$ cat src/rtl/uart_frame_rx.sv
// rtl/uart_frame_rx.sv - serial frame receiver with a valid/ready output holding register.
// Optional parity stage is compiled in with UART_PARITY_EN.
module uart_frame_rx #(
   parameter int DATA_BITS  = 8,
   parameter int STOP_BITS  = 1,
   parameter int PARITY_ODD = 0
) (
   input  logic                 baud_clk,
   input  logic                 reset,
   input  logic                 rx_in,
   output logic [DATA_BITS-1:0] data_out,
   output logic                 data_valid,
   input  logic                 data_ready,
   output logic                 active_flag,
   output logic                 frame_err,
   output logic                 parity_err,
   output logic                 overrun_err
);
   localparam logic [3:0] LAST_DATA = 4'(DATA_BITS - 1);
   localparam logic [3:0] LAST_STOP = 4'(STOP_BITS - 1);

`ifdef UART_PARITY_EN
   typedef enum logic [1:0] {S_IDLE, S_DATA, S_PARITY, S_STOP} state_t;
`else
   typedef enum logic [1:0] {S_IDLE, S_DATA, S_STOP} state_t;
`endif

   state_t               state;
   logic [3:0]           bit_cnt;
   logic [DATA_BITS-1:0] shift_reg;
   logic                 stop_err;
   logic                 frame_bad;
   logic                 can_load;

`ifdef UART_PARITY_EN
   logic par_bit;
   logic par_bad;
   assign par_bad = ((^shift_reg) ^ par_bit) != 1'(PARITY_ODD);
`else
   assign parity_err = 1'b0;
`endif

   // The current stop sample is folded in so the last stop bit counts toward frame_err.
   assign frame_bad = stop_err | ~rx_in;
   assign can_load  = ~data_valid | data_ready;

   always_ff @(posedge baud_clk) begin
      if (reset) begin
         state       <= S_IDLE;
         bit_cnt     <= '0;
         shift_reg   <= '0;
         stop_err    <= 1'b0;
         data_out    <= '0;
         data_valid  <= 1'b0;
         active_flag <= 1'b0;
         frame_err   <= 1'b0;
         overrun_err <= 1'b0;
`ifdef UART_PARITY_EN
         par_bit     <= 1'b0;
         parity_err  <= 1'b0;
`endif
      end else begin
         if (data_ready) data_valid <= 1'b0;
         case (state)
            S_IDLE: begin
               if (!rx_in) begin
                  state       <= S_DATA;
                  bit_cnt     <= '0;
                  stop_err    <= 1'b0;
                  active_flag <= 1'b1;
               end
            end
            S_DATA: begin
               shift_reg <= {rx_in, shift_reg[DATA_BITS-1:1]};
               if (bit_cnt == LAST_DATA) begin
                  bit_cnt <= '0;
`ifdef UART_PARITY_EN
                  state   <= S_PARITY;
`else
                  state   <= S_STOP;
`endif
               end else begin
                  bit_cnt <= bit_cnt + 4'd1;
               end
            end
`ifdef UART_PARITY_EN
            S_PARITY: begin
               par_bit <= rx_in;
               state   <= S_STOP;
            end
`endif
            S_STOP: begin
               if (bit_cnt == LAST_STOP) begin
                  state       <= S_IDLE;
                  bit_cnt     <= '0;
                  active_flag <= 1'b0;
                  // A held word not being consumed this edge wins; the new frame is lost.
                  if (can_load) begin
                     data_out   <= shift_reg;
                     data_valid <= 1'b1;
                     frame_err  <= frame_bad;
`ifdef UART_PARITY_EN
                     parity_err <= par_bad;
`endif
                  end else begin
                     overrun_err <= 1'b1;
                  end
               end else begin
                  stop_err <= frame_bad;
                  bit_cnt  <= bit_cnt + 4'd1;
               end
            end
            default: state <= S_IDLE;
         endcase
      end
   end
endmodule

$ cat config.mk
export PLATFORM = sky130hd
export DESIGN_NAME = uart_frame_rx
export DESIGN_NICKNAME = d
export VERILOG_FILES = /design/src/rtl/uart_frame_rx.sv
export SDC_FILE = /design/constraint.sdc
export NUM_CORES = 1
export LEC_CHECK = 0
export ABC_AREA = 1
export BUFFER_PORTS_ARGS = -buffer_cell sky130_fd_sc_hd__buf_4
export CAP_MARGIN = 20
export CORE_MARGIN = 1.5
export CORE_UTILIZATION = 58
export CTS_CLUSTER_DIAMETER = 120
export DETAILED_ROUTE_END_ITERATION = 7
export PLACE_DENSITY = 0.8
export SYNTH_ARGS = -nofsm -noshare
export SYNTH_HDL_FRONTEND = slang
export SYNTH_SLANG_ARGS = --single-unit
$ cat constraint.sdc
create_clock -name baud_clk -period 2.6 [get_ports baud_clk]
set_input_delay 0.39 -clock baud_clk [delete_from_list [all_inputs] [get_ports baud_clk]]
set_output_delay 0.39 -clock baud_clk [all_outputs]
set_load 0.02 [all_outputs]
### Word-level counts from Yosys, hierarchy flattened

Index checks and enable logic that the tools add are counted.

* register bits after elaboration: 27
* latch bits: 0
* memory bits (writable): 0
* bits in read-only memories: 0
* output and inout port bits: 13
* word-level logic and storage cells: 50
* memories kept: 0

* add/sub/neg operators: 1
* $mul: 0
* divide/modulo/power cells: 0
* order comparisons: 0
* eq/ne operators: 7
* shift operators: 0
* mux-type cells: 18
* bitwise gates (word level): 5
* reductions and logical operators: 10

Operator list (count)
* AND reduction 3 bit: 5
* 2-to-1 mux 4 bit: 3
* one-hot mux 4 bit (3 select lines): 1
* 2-to-1 mux 1 bit: 8
* != test 2 bit, second input constant: 4
* 2-to-1 mux 2 bit: 3
* one-hot mux 2 bit (3 select lines): 1
* adder 4 x 1 -> 4 bit, second input constant: 1
* == test 4 x 3 -> 1 bit, second input constant: 1
* zero test 4 bit: 1
* one-hot mux 1 bit (2 select lines): 2
* inverter 1 bit: 3
* nonzero test 3 bit: 1
* == test 2 x 1 -> 1 bit, second input constant: 1
* == test 2 bit, second input constant: 1
* zero test 2 bit: 1
* OR 1 bit: 2
* AND reduction 2 bit: 1
* nonzero test 2 bit: 1

### Logic depth before layout (Yosys ltp)

* depth after elaboration: 5
* mapped depth: 8
* depth with buffers taken out: 8

### Worst setup path before layout

OpenSTA, ideal clock, no wires.

* kind: reg2reg
* from: reg state[0]
* to: reg bit_cnt[2]
* library setup time: 0.117 ns
* data arrival time: 1.262 ns
* slack: 1.221 ns
* stages on the path, launching flop included: 7
* path buffers: 0
* cell sequence: dfxtp_1 -> inv_1 -> ha_1 -> o21ai_0 -> nor2_1 -> o21ai_0 -> nor2_1

* word-level cells in the longest chain between the ends: 3
* elaborated cells between the ends (all ways): 7

RTL lines
* start: declaration: line 28 `state_t state;`
* start signal: assignment: line 49 `state <= S_IDLE;`
* start signal: assignment: line 67 `state <= S_DATA;`
* start signal: assignment: line 80 `state <= S_STOP;`
* == test 2 bit, or another cell as far along: line 64 `case (state)`
* nonzero test 3 bit (no line) / != test 2 bit (equally long branches)
* AND reduction 2 bit (no line)
* end signal: assignment: line 83 `bit_cnt <= bit_cnt + 4'd1;`
* end signal: assignment: line 110 `bit_cnt <= bit_cnt + 4'd1;`
* end: declaration: line 29 `logic [3:0] bit_cnt;`

Parallel ways exist; a longest one is shown, timed or not.
A chain may end at the register's enable or synchronous reset.

### Final worst setup path

Ends and elaborated chain as after synthesis.

==> results_dict.tcl <==
set metrics [dict create \
    outcome "finished clean" \
    finalSetupViolCount 0 \
    nNetsFinal 184 \
    placed_cell_area_um2 1280 \
    syn_inst 158 \
    internal_power_uw 817 \
    yosys-top-cells-area "dfxtp_1 47%, nor2_1 14%, o21ai_0 9.1%, ha_1 6.5%, nand2_1 6.5%" \
    numCtsBuffers 3 \
    p_per_area_nw_per_um2 1080 \
    fmax_mhz 600 \
    drt-total-wl_um 2310 \
    yosys_warnings 0 \
    finalCritPeriodShare_pct 64.1 \
    ys_seq_elements 27 \
    first_pass_iters 4 \
    ys_seq_area_share_pct 46.6 \
    clockBufferDepth 2 \
    yosysUniqueCellTypes 20 \
    hpwl_um 1720 \
    grt_pass1_vias 868 \
    layout_commonest_cell "nor2_1" \
    power_switching_uw 597 \
    finalSetupTns_ns 0 \
    numPortBuffers 15 \
    clkLatencyLatePin_ns 0.32 \
    synth.top_cell.area_share_pct 46.6 \
    grt.overflow.total 0 \
    coreArea_um2 1800 \
    grt_max_degree 23 \
    vias 1009 \
    syn-cell-area_um2 1160 \
    worstReg2RegEnd "bit_cnt[2]" \
    hold_depth 2 \
    synth_top_cell_by_area "dfxtp_1" \
    num_rows 15 \
    cp-end-kind "register" \
    drv_cap 0 \
    wl_per_cell_um 11.7 \
    fin_ws_ns 0.933 \
    drt_iter0_markers 26 \
    ir_drop_uv 701 \
    hold_viol 0 \
    maxSlewViolCount 0 \
    r2r_slack_ns 0.93 \
    p_leak_nw 0.639 \
    path_class "reg -> reg" \
    cp-start-kind "register" \
    worst_hold_startpoint "reset" \
    tightest_slew_ns 0.613 \
    root_buffer "clkbuf_4" \
    min_period_ns 1.67 \
    grt_antenna_before_repair 0 \
    rsz0062_at_grt "false" \
    clockPowerShare_pct 12.3 \
    r2r-start "state[0]" \
    diodes 0 \
    start_util_pct 64.4 \
    p_comb_share_pct 43.8 \
    fin_skew_ns 0.0120 \
    clkSlewWorstSetupHoldPaths_ns 0.14 \
    grt_pass1_wl_um 3770 \
    cts_resized 0 \
    place.gp.congestion 0.905 \
    groute.usage.overall_pct 24.1 \
    cts.sinks 27 \
    fillers 152 \
    switching_share_pct 42.2 \
    syn_nets 168 \
    hp-class "in -> reg" \
    viasPerCell 5.10 \
    holdPathEnd "stop_err" \
    ctsHoldBuffers 0 \
    pwr-share-seq_pct 43.9 \
    avgSynthCellArea_um2 7.34 \
    post-place-ws_ns 1.00 \
    fin_area_um2 1310 \
    final_cell_mix "44 x nor2_1, 27 x dfxtp_1, 21 x o21ai_0" \
    dieHeight_um 47.7 \
    post-cts-setup-buffer-count 0 \
    detail-route-antenna-nets 0 \
    cts_max_level 1 \
    ioPinCount 17 \
    cp.arrival_ns 1.89 \
    die_w_um 47.7 \
    r2r_cells 6 \
    final_util_pct 72.8 \
    area_growth_pct 13.1 \
    drc 0 \
    slew_headroom_pct 58.7 \
    cp_max_fo 5 \
    worstPathRequired_ns 2.82 \
    die_area_um2 2280 \
    drive_gt1_share_pct 13.3 \
    cts_tree "yes" \
]
## how the worst max path moves through the flow
stage,end,depth (start not counted),startpoint
after floorplan,bit_cnt[2],6,state[0]
after global placement,bit_cnt[2],6,state[0]
after detailed placement,bit_cnt[2],6,state[0]
after CTS,bit_cnt[2],6,state[0]
after global routing,bit_cnt[2],6,state[0]
final,bit_cnt[2],6,state[0]
## cell families after synthesis
family          Yosys count  synth area share (%)
compound gates           31                  13.8
fa+ha+maj                 6                  6.47
buf+inv                  20                  6.90
flops                    27                  46.6
other cells               1                 0.323
simple gates             73                  25.9
## layout make-up
cell class                 count  area (um^2)  area share (%)
sequential                    27          541            41.2
clock buffer                   3         22.5            1.72
multi-input combinational    111          539            41.1
tap                           25         31.3            2.39
inverter                      16         60.1            4.58
timing repair buffer          15          113            8.59
clock inverter                 1         5.00           0.382
## synth_stat cells
| cell type | count |
|---|---|
| clkinv_1 | 1 |
| dfxtp_1 | 27 |
| ha_1 | 6 |
| nand3_2 | 1 |
| nand2_1 | 20 |
| inv_1 | 14 |
| inv_2 | 1 |
| conb_1 | 1 |
| buf_2 | 1 |
| a21oi_1 | 8 |
| o211ai_1 | 1 |
| nor2_4 | 1 |
| nor2_1 | 44 |
| nand4_1 | 2 |
| nand3_1 | 4 |
| o21a_1 | 1 |
| o21ai_0 | 21 |
| buf_4 | 1 |
| nor2_2 | 1 |
| clkbuf_1 | 2 |
## metal layers
metal | wire length (um) | GRT usage, %
met1 | 1100 | 30.2
met2 | 1090 | 39.7
met3 | 100 | 6.79
met4 | 19 | 8.11
met5 | 0 | 0
## power groups by stage
stage,Combinational [mW],Clock (mW),Sequential [mW]
2_1_floorplan,0.371,0,0.677
3_3_place_gp,0.595,0,0.621
3_5_place_dp,0.617,0,0.627
4_1_cts,0.619,0.179,0.619
5_1_grt,0.702,0.195,0.635
6_report,0.619,0.174,0.621
## critical path: stages, from the launching register on
cell	delay, ns
dfxtp_1	0.36
inv_1	0.09
ha_1	0.32
o21ai_0	0.52
nor2_1	0.07
o21ai_0	0.16
nor2_1	0.06
## metrics by stage
| stage | power [mW] | instances | hold WS (ns) |
|---|---|---|---|
| final | 1.41 | 198 | 0.253 |
| after global routing | 1.53 | 198 | 0.233 |
| after CTS | 1.42 | 198 | 0.248 |
| after detailed placement | 1.24 | 194 | 0.454 |
| after global placement | 1.22 | 194 | 0.448 |
| after floorplan | 1.05 | 158 | 0.433 |
No activity file was read; power rests on OpenSTA's default activity.
